==> config.mk <==
export PLATFORM = sky130hd
export DESIGN_NAME = spi_slave_responder
export DESIGN_NICKNAME = d
export VERILOG_FILES = /design/src/rtl/spi_slave_responder.sv
export SDC_FILE = /design/constraint.sdc
export NUM_CORES = 1
export LEC_CHECK = 0
export ABC_AREA = 1
export BUFFER_PORTS_ARGS = -buffer_cell sky130_fd_sc_hd__buf_2
export CAP_MARGIN = 10
export CELL_PAD_IN_SITES_DETAIL_PLACEMENT = 1
export CELL_PAD_IN_SITES_GLOBAL_PLACEMENT = 1
export CORE_AREA = 3 3 203 205
export DETAILED_ROUTE_END_ITERATION = 10
export DIE_AREA = 0 0 206 208
export MAX_ROUTING_LAYER = met4
export PLACE_DENSITY_LB_ADDON = 0.1
export SLEW_MARGIN = 20
export SYNTH_ARGS = -nofsm -noshare
export SYNTH_HDL_FRONTEND = slang
export SYNTH_SLANG_ARGS = --single-unit
==> constraint.sdc <==
create_clock -name clk -period 4.4 [get_ports clk]
set_clock_uncertainty 0.05 [all_clocks]
set_input_delay 0.22 -clock clk [delete_from_list [all_inputs] [get_ports clk]]
set_output_delay 0.22 -clock clk [all_outputs]
set_load 0.02 [all_outputs]
==> src/rtl/spi_slave_responder.sv <==
// SPI mode-0 slave in front of a NUM_REGS x 8 register file, oversampled on clk.
// Define SPI_SLAVE_AUTOINC_EN to step the address after every completed data byte.
`timescale 1ns/1ps
module spi_slave_responder #(
  parameter  int NUM_REGS    = 32,
  parameter  int SYNC_STAGES = 2,
  localparam int AW          = $clog2(NUM_REGS)
) (
  input  logic          clk,
  input  logic          reset,
  input  logic          spi_sclk,
  input  logic          spi_mosi,
  input  logic          spi_ss_n,
  output logic          spi_miso,
  output logic          spi_miso_oe,
  input  logic [7:0]    status_in,
  input  logic          loc_we,
  input  logic [AW-1:0] loc_addr,
  input  logic [7:0]    loc_wdata,
  output logic          wr_valid,
  output logic [AW-1:0] wr_addr,
  output logic [7:0]    wr_data
);

  typedef enum logic [2:0] {WAIT_IDLE, IDLE, CMD, RD, WR} state_e;

  state_e                 state_q, state_d;
  logic [SYNC_STAGES-1:0] sclk_sync_q, mosi_sync_q, ss_sync_q;
  logic                   sclk_prev_q, ss_prev_q;
  logic [2:0]             bit_cnt_q, bit_cnt_d;
  logic [6:0]             shift_in_q, shift_in_d;
  logic [7:0]             shift_out_q, shift_out_d;
  logic                   miso_q, miso_d;
  logic [AW-1:0]          addr_q, addr_d;
  logic                   wr_valid_q, wr_valid_d;
  logic [AW-1:0]          wr_addr_q, wr_addr_d;
  logic [7:0]             wr_data_q, wr_data_d;
  logic [7:0]             regs_q [NUM_REGS];

  logic          sclk_s, mosi_s, ss_s;
  logic          sclk_rise, sclk_fall, ss_rise, ss_fall;
  logic [7:0]    byte_in;
  logic [AW-1:0] addr_step;
  logic          spi_we;

  assign sclk_s    = sclk_sync_q[SYNC_STAGES-1];
  assign mosi_s    = mosi_sync_q[SYNC_STAGES-1];
  assign ss_s      = ss_sync_q[SYNC_STAGES-1];
  assign sclk_rise = sclk_s & ~sclk_prev_q;
  assign sclk_fall = ~sclk_s & sclk_prev_q;
  assign ss_rise   = ss_s & ~ss_prev_q;
  assign ss_fall   = ~ss_s & ss_prev_q;
  assign byte_in   = {shift_in_q, mosi_s};

`ifdef SPI_SLAVE_AUTOINC_EN
  assign addr_step = (addr_q == AW'(NUM_REGS - 1)) ? '0 : addr_q + 1'b1;
`else
  assign addr_step = addr_q;
`endif

  // Synchronizers start low so a select held during reset never looks like a fresh falling edge.
  always_ff @(posedge clk) begin
    if (reset) begin
      sclk_sync_q <= '0;
      mosi_sync_q <= '0;
      ss_sync_q   <= '0;
      sclk_prev_q <= 1'b0;
      ss_prev_q   <= 1'b0;
    end else begin
      sclk_sync_q <= {sclk_sync_q[SYNC_STAGES-2:0], spi_sclk};
      mosi_sync_q <= {mosi_sync_q[SYNC_STAGES-2:0], spi_mosi};
      ss_sync_q   <= {ss_sync_q[SYNC_STAGES-2:0], spi_ss_n};
      sclk_prev_q <= sclk_s;
      ss_prev_q   <= ss_s;
    end
  end

  always_comb begin
    state_d     = state_q;
    bit_cnt_d   = bit_cnt_q;
    shift_in_d  = shift_in_q;
    shift_out_d = shift_out_q;
    miso_d      = miso_q;
    addr_d      = addr_q;
    wr_valid_d  = 1'b0;
    wr_addr_d   = wr_addr_q;
    wr_data_d   = wr_data_q;
    spi_we      = 1'b0;
    case (state_q)
      WAIT_IDLE: if (ss_s) state_d = IDLE;
      IDLE: begin
        if (ss_fall) begin
          state_d     = CMD;
          bit_cnt_d   = '0;
          miso_d      = status_in[7];
          shift_out_d = {status_in[6:0], 1'b0};
        end
      end
      CMD, RD, WR: begin
        if (ss_rise) begin
          state_d   = IDLE;
          bit_cnt_d = '0;
          miso_d    = 1'b0;
        end else if (sclk_rise) begin
          shift_in_d = byte_in[6:0];
          bit_cnt_d  = bit_cnt_q + 3'd1;
          if (bit_cnt_q == 3'd7) begin
            if (state_q == CMD) begin
              addr_d = AW'(byte_in[7:3]);
              if (byte_in[1]) begin
                state_d = WR;
              end else begin
                state_d     = RD;
                shift_out_d = regs_q[AW'(byte_in[7:3])];
              end
            end else if (state_q == WR) begin
              spi_we     = 1'b1;
              wr_valid_d = 1'b1;
              wr_addr_d  = addr_q;
              wr_data_d  = byte_in;
              addr_d     = addr_step;
            end else begin
              addr_d      = addr_step;
              shift_out_d = regs_q[addr_step];
            end
          end
        end else if (sclk_fall) begin
          // Byte loads land in shift_out_q unshifted, so the next falling edge presents their MSB.
          miso_d      = shift_out_q[7];
          shift_out_d = {shift_out_q[6:0], 1'b0};
        end
      end
      default: state_d = WAIT_IDLE;
    endcase
  end

  always_ff @(posedge clk) begin
    if (reset) begin
      state_q     <= WAIT_IDLE;
      bit_cnt_q   <= '0;
      shift_in_q  <= '0;
      shift_out_q <= '0;
      miso_q      <= 1'b0;
      addr_q      <= '0;
      wr_valid_q  <= 1'b0;
      wr_addr_q   <= '0;
      wr_data_q   <= '0;
    end else begin
      state_q     <= state_d;
      bit_cnt_q   <= bit_cnt_d;
      shift_in_q  <= shift_in_d;
      shift_out_q <= shift_out_d;
      miso_q      <= miso_d;
      addr_q      <= addr_d;
      wr_valid_q  <= wr_valid_d;
      wr_addr_q   <= wr_addr_d;
      wr_data_q   <= wr_data_d;
    end
  end

  // An SPI write to the same address as a local write in the same cycle takes precedence.
  always_ff @(posedge clk) begin
    if (reset) begin
      for (int i = 0; i < NUM_REGS; i++) regs_q[i] <= '0;
    end else begin
      if (loc_we && !(spi_we && (loc_addr == addr_q))) regs_q[loc_addr] <= loc_wdata;
      if (spi_we) regs_q[addr_q] <= byte_in;
    end
  end

  assign spi_miso    = miso_q;
  assign spi_miso_oe = ((state_q == CMD) || (state_q == RD) || (state_q == WR)) && !ss_s;
  assign wr_valid    = wr_valid_q;
  assign wr_addr     = wr_addr_q;
  assign wr_data     = wr_data_q;

endmodule

==> results.ini, run 1 <==
[power_and_ir_drop]
comb_power_share_pct=15.4
power_density_nw_per_um2=409
leakage_uw=0.00744
p_int_uw=5660
ir_worst_vdd_mv=0.367
switching_share_pct=29.7
pwr-share-clk_pct=40.7
p_sw_uw=2390
seqPwrFrac_pct=43.9

[clocking]
cts.repair.resized=0
cts_root_buffer=clkbuf_16
cts.clk_slew.worst_paths_ns=0.06
clk_latency_ns=0.56
cts.sinks=315
cts_tree=done
cts_buffer_depth=3
numCtsBuffers=37
htreeDepth=2

[critical_path]
crit_path_start_kind=register
reg2reg_to=regs_q[6][2]$_DFFE_PP_
crit_start=ss_sync_q[1]$_SDFF_PP0_
rrSetupSlack_ns=1.02
cp_max_fo=27
arrival_ns=3.53
crit_required_ns=4.56
end_kind=register
timing.rr.start=ss_sync_q[1]$_SDFF_PP0_
crit_path_end=regs_q[6][2]$_DFFE_PP_
crit_type=reg2reg
rr_worst_depth=10

[sta]
tns_ns=0
finalMaxSlewViolations=0
tightest_slew_ns=1.22
clock.fmax_ghz=0.296
fin_crit_sh_pct=76.8
slew-limit-headroom_pct=18.3
rsz0062_at_grt=false
setup-violations-final=0
period_needed_ns=3.38
timing.final.hold_violations=0

[die]
io_pins=43
die_area_um2=42800
core_area_um2=39600
die-width_um=206
initial_utilization_pct=44.9
die_h_um=208
placementRows=73

[final_layout]
area.sequential_um2=8880
multi_input_area_um2=7960
postLayoutCoreUtil_pct=49.6
most-common-layout-cells=nand2_1 (794), nand3_1 (484), edfxtp_1 (256)
syn2layout_area_growth_pct=10.6
layout-drive-gt1-share_pct=7.67
final_common_cell=nand2_1
fillCellCount=4841
nets=2245

[route]
route.detailed.drc=0
via_per_inst=6.67
drt_pass1_iterations=6
initialDrtViolationCount=2699
detail-route-antenna-nets=0
routed_wl_mm=81.5
vias=18471
wl_per_cell_um=29.4

[grt]
grt_pass1_vias=17970
grt_start_max_net_pins=129
grt-ovfl-total=0
grt_antenna_before_repair=2
grt_pass1_wl_mm=118
track_usage_pct=38.6

[yosys]
synth_top_area_cell=edfxtp_1
synth_fa_ha_area_share_pct=0.281
ys_top_cells_by_area=edfxtp_1 (43%), nand2_1 (17%), nand3_1 (14%)
ys_ff_latch=315
synth-simple-area-share_pct=32.5
synth.top_cell.area_share_pct=43.2
synth_cell_types=31
synth_nets=2303
syn-cell-area_um2=17800
yosys_warnings=0
synthCells=2272
synth_xor_area_share_pct=0.197
synth_compound_gate_area_share_pct=11.7
synth_top_family_by_area=simple AND/OR/NAND/NOR gates
syn_avg_cell_area_um2=7.83
synth_seq_area_share_pct=49.9
synthMuxAreaShare_pct=0

[placed_design]
dp_hpwl_mm=52.1
io_buffers=42
gp_congestion=0.927

[status]
outcome=completed

[hold_path]
hold_path_class=in2reg
hold_depth=2

[flow_run]
cap_violations=0

-- flip-flops by register name (all words and copies together) (netlist names), named ones only --
register and flops:
sclk_sync_q 2, wr_valid 1, bit_cnt_q 3, sclk_prev_q 1, ss_sync_q 2, spi_miso 1
mosi_sync_q 2, addr_q 5, wr_data 8, shift_out_q 8, state_q 3, ss_prev_q 1
wr_addr 5, regs_q 256, shift_in_q 7
-- power groups by stage --
| stage | sequential, uW | combinational [uW] | clock [uW] |
|---|---|---|---|
| global route | 3550 | 1330 | 3400 |
| finish | 3530 | 1240 | 3280 |
| floorplan | 3530 | 738 | 0 |
| CTS | 3530 | 1210 | 3280 |
| detailed placement | 3590 | 1200 | 0 |
| global placement | 3580 | 1170 | 0 |
-- critical path, cell delays in order, from the launching register on --
cell and delay [ns]:
dfxtp_1 0.36, inv_1 0.09, nor2_1 0.24, nor2_2 0.11, nand3_4 0.14, inv_2 0.19
o2111ai_1 0.17, nand2_2 0.16, nor2_2 0.70, nand2_1 0.39, nand3_1 0.41
-- cells in the mapped netlist --
master and n:
a211oi_1 5, nor3_2 1, o21ai_2 1, buf_1 22, inv_2 6, nand3_4 1, or2_2 1, xor2_1 4
nor2_1 36, nand2_1 794, nand3_1 484, o21ai_0 45, clkbuf_1 157, o22ai_1 246, nand2_2 1, ha_1 4
nor2_4 2, nor4_4 3, dfxtp_1 59, a31oi_1 2, edfxtp_1 256, o21ai_1 3, inv_1 53, nor2_2 4
buf_2 6, nor3_1 17, o31ai_1 1, o2111ai_1 1, a21oi_1 47, clkinv_1 8, nand4_1 2
-- how the worst min path moves through the flow --
| stage | startpoint | to | slack (ns) |
|---|---|---|---|
| final | reset | mosi_sync_q[1]$_SDFF_PP0_ | 0.1 |
| after global routing | reset | mosi_sync_q[1]$_SDFF_PP0_ | 0.12 |
| after CTS | reset | mosi_sync_q[1]$_SDFF_PP0_ | 0.09 |
| after detailed placement | mosi_sync_q[0]$_SDFF_PP0_ | mosi_sync_q[1]$_SDFF_PP0_ | 0.35 |
| after global placement | mosi_sync_q[0]$_SDFF_PP0_ | mosi_sync_q[1]$_SDFF_PP0_ | 0.34 |
| after floorplan | reset | wr_valid$_SDFF_PP0_ | 0.25 |
-- what timing repair did --
action                                 4_1_cts  5_1_grt
hold buffers                                11        0
endpoints found under the hold margin       11        0
buffers inserted                             0        0
-- per-layer routing --
metal | up-vias | GRT usage (%) | wire, um
li1 | 7919 | - | -
met4 | 0 | 19.5 | 5000
met3 | 300 | 6.52 | 8600
met2 | 1232 | 57.8 | 36600
met5 | - | - | 0
met1 | 9020 | 50.5 | 31300
-- kinds of logic after synthesis --
group	Yosys count
xor+xnor	4
fa+ha+maj	4
simple gates	1346
buf+inv	252
flops	315
compound gates	351
-- layout make-up --
type / instances / share of cell area, %
diodes: 2 / 0.0255
multi-input cells: 1705 / 40.5
clock buffers: 44 / 5.21
flip-flops and latches: 315 / 45.2
well taps: 525 / 3.34
clock inverters: 24 / 1.29
inverters: 67 / 1.31
repair buffers: 88 / 3.18
-- stage by stage --
step | instance area (um^2) | setup WS (ns) | cells | hold slack [ns] | total power [uW]
3_5_place_dp | 18300 | 1.15 | 2689 | 0.352 | 4780
4_1_cts | 19700 | 1.11 | 2768 | 0.0888 | 8020
5_1_grt | 19700 | 0.830 | 2770 | 0.124 | 8270
3_3_place_gp | 18300 | 1.04 | 2688 | 0.345 | 4750
6_report | 19700 | 1.02 | 2770 | 0.0973 | 8050
2_1_floorplan | 17800 | 2.01 | 2272 | 0.254 | 4270
(Power assumes the default switching activity.)
==> run 2, diff against run 1 <==
ABC_AREA = 0   (was 1)
CORE_AREA = 3 3 204 206   (was 3 3 203 205)
DIE_AREA = 0 0 207 209   (was 0 0 206 208)
clock period = 3.4 ns   (was 4.4 ns; I/O delays follow)
==> run 2 against run 1 <==
Cell count shrank 31%. Register-to-register slack got worse by 0.80 ns. Non-clock buffer count increased by 48. Largest power group unchanged. Sequential share of layout area is 1.2 points lower. First-iteration DRC count shrank 40%. Sequential cell count did not move. Combinational power decreased by 60%. Critical path type unchanged. Maximum frequency grew 6.3%. Worst setup slack lost 0.80 ns. Power increased by 9.8%. Cell area rose by 2.8%.
==> results.ini, run 2 <==
[sta]
slew-limit-headroom_pct=20.6
setup_slack_ns=0.224
tns_ns=0
finalMaxSlewViolations=0
fin_crit_sh_pct=93.4
tightest_slew_ns=1.19
timing.final.hold_violations=0
clock.fmax_ghz=0.315
setup-violations-final=0
rsz0062_at_grt=false
period_needed_ns=3.18

[grt]
grt-ovfl-total=0
grt_pass1_vias=13426
track_usage_pct=32.3
top_usage_layer=met2
use_met2_pct=48.8
grtUsageMet1_pct=42.3
grt_start_max_net_pins=60
grt_pass1_wl_mm=98.1
grtUsageMet3_pct=7.15
grt_antenna_before_repair=2

[route]
route.detailed.drc=0
via_per_inst=7.03
initialDrtViolationCount=1628
wl_per_cell_um=36.2
routed_wl_mm=69.1
drt_pass1_iterations=5
detail-route-antenna-nets=0
vias=13422

[die]
placementRows=73
core_area_um2=39800
die_area_um2=43300
die_h_um=209
die-width_um=207
initial_utilization_pct=45.1
io_pins=43

[clocking]
cts.sinks=315
cts_tree=done
cts_buffer_depth=3
cts.repair.resized=0
clk_latency_ns=0.56
cts.clk_slew.worst_paths_ns=0.06
cts_root_buffer=clkbuf_16
numCtsBuffers=37
htreeDepth=2

[critical_path]
crit_type=reg2reg
rr_worst_depth=8
crit_required_ns=3.58
crit_path_start_kind=register
end_kind=register
cp_max_fo=8
arrival_ns=3.35
timing.rr.start=bit_cnt_q[0]$_SDFFE_PP0P_
crit_start=bit_cnt_q[0]$_SDFFE_PP0P_

[placed_design]
dp_hpwl_mm=47.2
io_buffers=42
place_ws_ns=0.310
gp_congestion=0.906
dpl-instance-area_um2=19000

[hold_path]
holdCritStartpoint=status_in[4]
hold_depth=4
hold_path_class=in2reg

[power_and_ir_drop]
leakage_uw=0.00675
totalPowerFinal_uw=8840
power_density_nw_per_um2=437
ir_worst_vdd_mv=0.349

[final_layout]
postLayoutCellArea_um2=20200
most-common-layout-cells=a22o_1 (256), edfxtp_1 (256), mux4_2 (126)
largest_register_ff_count=256
fillCellCount=3998
layout-drive-gt1-share_pct=29.3
area.sequential_um2=8890
nets=1384
postLayoutCoreUtil_pct=50.8
syn2layout_area_growth_pct=12.5
largest_register=regs_q
multi_input_area_um2=8500

[yosys]
synth.top_cell.area_share_pct=42.8
synthCells=1310
synth_commonest_cells=a22o_1 (256), edfxtp_1 (256), mux4_2 (126)
ys_top_cells_by_area=edfxtp_1 (43%), mux4_2 (16%), a22o_1 (12%)
synth_top_area_cell=edfxtp_1
synthArstFlopShare_pct=0
ys_ff_latch=315
synth-edff-count=256
synth_nets=1341
synth_seq_area_share_pct=49.4
synth_cell_types=63
syn-cell-area_um2=18000
syn_avg_cell_area_um2=13.7
synthFlopType=edfxtp_1
yosys_warnings=0

[status]
outcome=completed

[flow_run]
cap_violations=0

[run 2: changes by cell type after synthesis, sizes merged, moves of 21 or more]
cell	previous run	this run
clkbuf	157	80
mux4	0	126
nor2	42	63
a22o	0	256
nand3	485	15
buf	28	52
inv	59	9
mux2i	0	39
o21ai	49	17
nor2b	0	22
o22ai	246	18
or3	0	34
nand2	795	72
[run 2: power by group]
part | internal, uW | switching, uW | total [uW]
clock network | 2220 | 1650 | 3860
registers | 4330 | 145 | 4480
logic | 165 | 332 | 497
[run 2: final cells by class]
type | instances | area share (%)
Sequential cell | 315 | 44.0
Multi-Input combinational cell | 854 | 42.0
Clock buffer | 51 | 5.15
Timing Repair Buffer | 136 | 4.90
Tap cell | 525 | 3.25
Clock inverter | 17 | 0.514
Inverter | 9 | 0.167
Antenna cell | 1 | 0.0124
[run 2: repair_timing]
item	4_1_cts	5_1_grt
hold buffers	5	0
endpoints found under the hold margin	6	0
buffers inserted	0	0
[run 2: kinds of logic after synthesis]
| kind of cell | share of synthesized area [%] |
|---|---|
| AOI/OAI and AO/OA | 17.3 |
| DFF | 49.4 |
| and+or+nand+nor | 11.3 |
| muxes | 18.1 |
| buffers and inverters | 3.34 |
| xor gates and xnor gates | 0.244 |
| adders and majority gates | 0.334 |
[run 2: critical path, cell delays in order, from the launching register on]
cell,delay (ns)
dfxtp_1,0.32
ha_1,0.20
ha_1,0.22
nand2_2,0.19
nor3_4,0.09
a311oi_2,0.56
nand2_1,0.50
nor3_2,0.35
or3_1,0.36
[run 2: worst paths after layout]
path | to | slack [ns]
max | regs_q[19][4]$_DFFE_PP_ | 0.22
max reg2reg | regs_q[19][4]$_DFFE_PP_ | 0.22
min | shift_out_q[5]$_SDFFE_PP0P_ | 0.03
min reg2reg | mosi_sync_q[1]$_SDFF_PP0_ | 0.40
[run 2: metrics by stage]
step                      cells  hold slack [ns]
after detailed placement   1834            0.341
final                      1908           0.0349
after floorplan            1310            0.248
after global routing       1908           0.0355
after CTS                  1907          0.00699
after global placement     1834            0.333
[run 2: layer usage]
metal / up-vias / wire length, um
met4: 0 / 3230
li1: 5487 / -
met1: 6986 / 27500
met5: - / 0
met2: 761 / 31900
met3: 188 / 6490
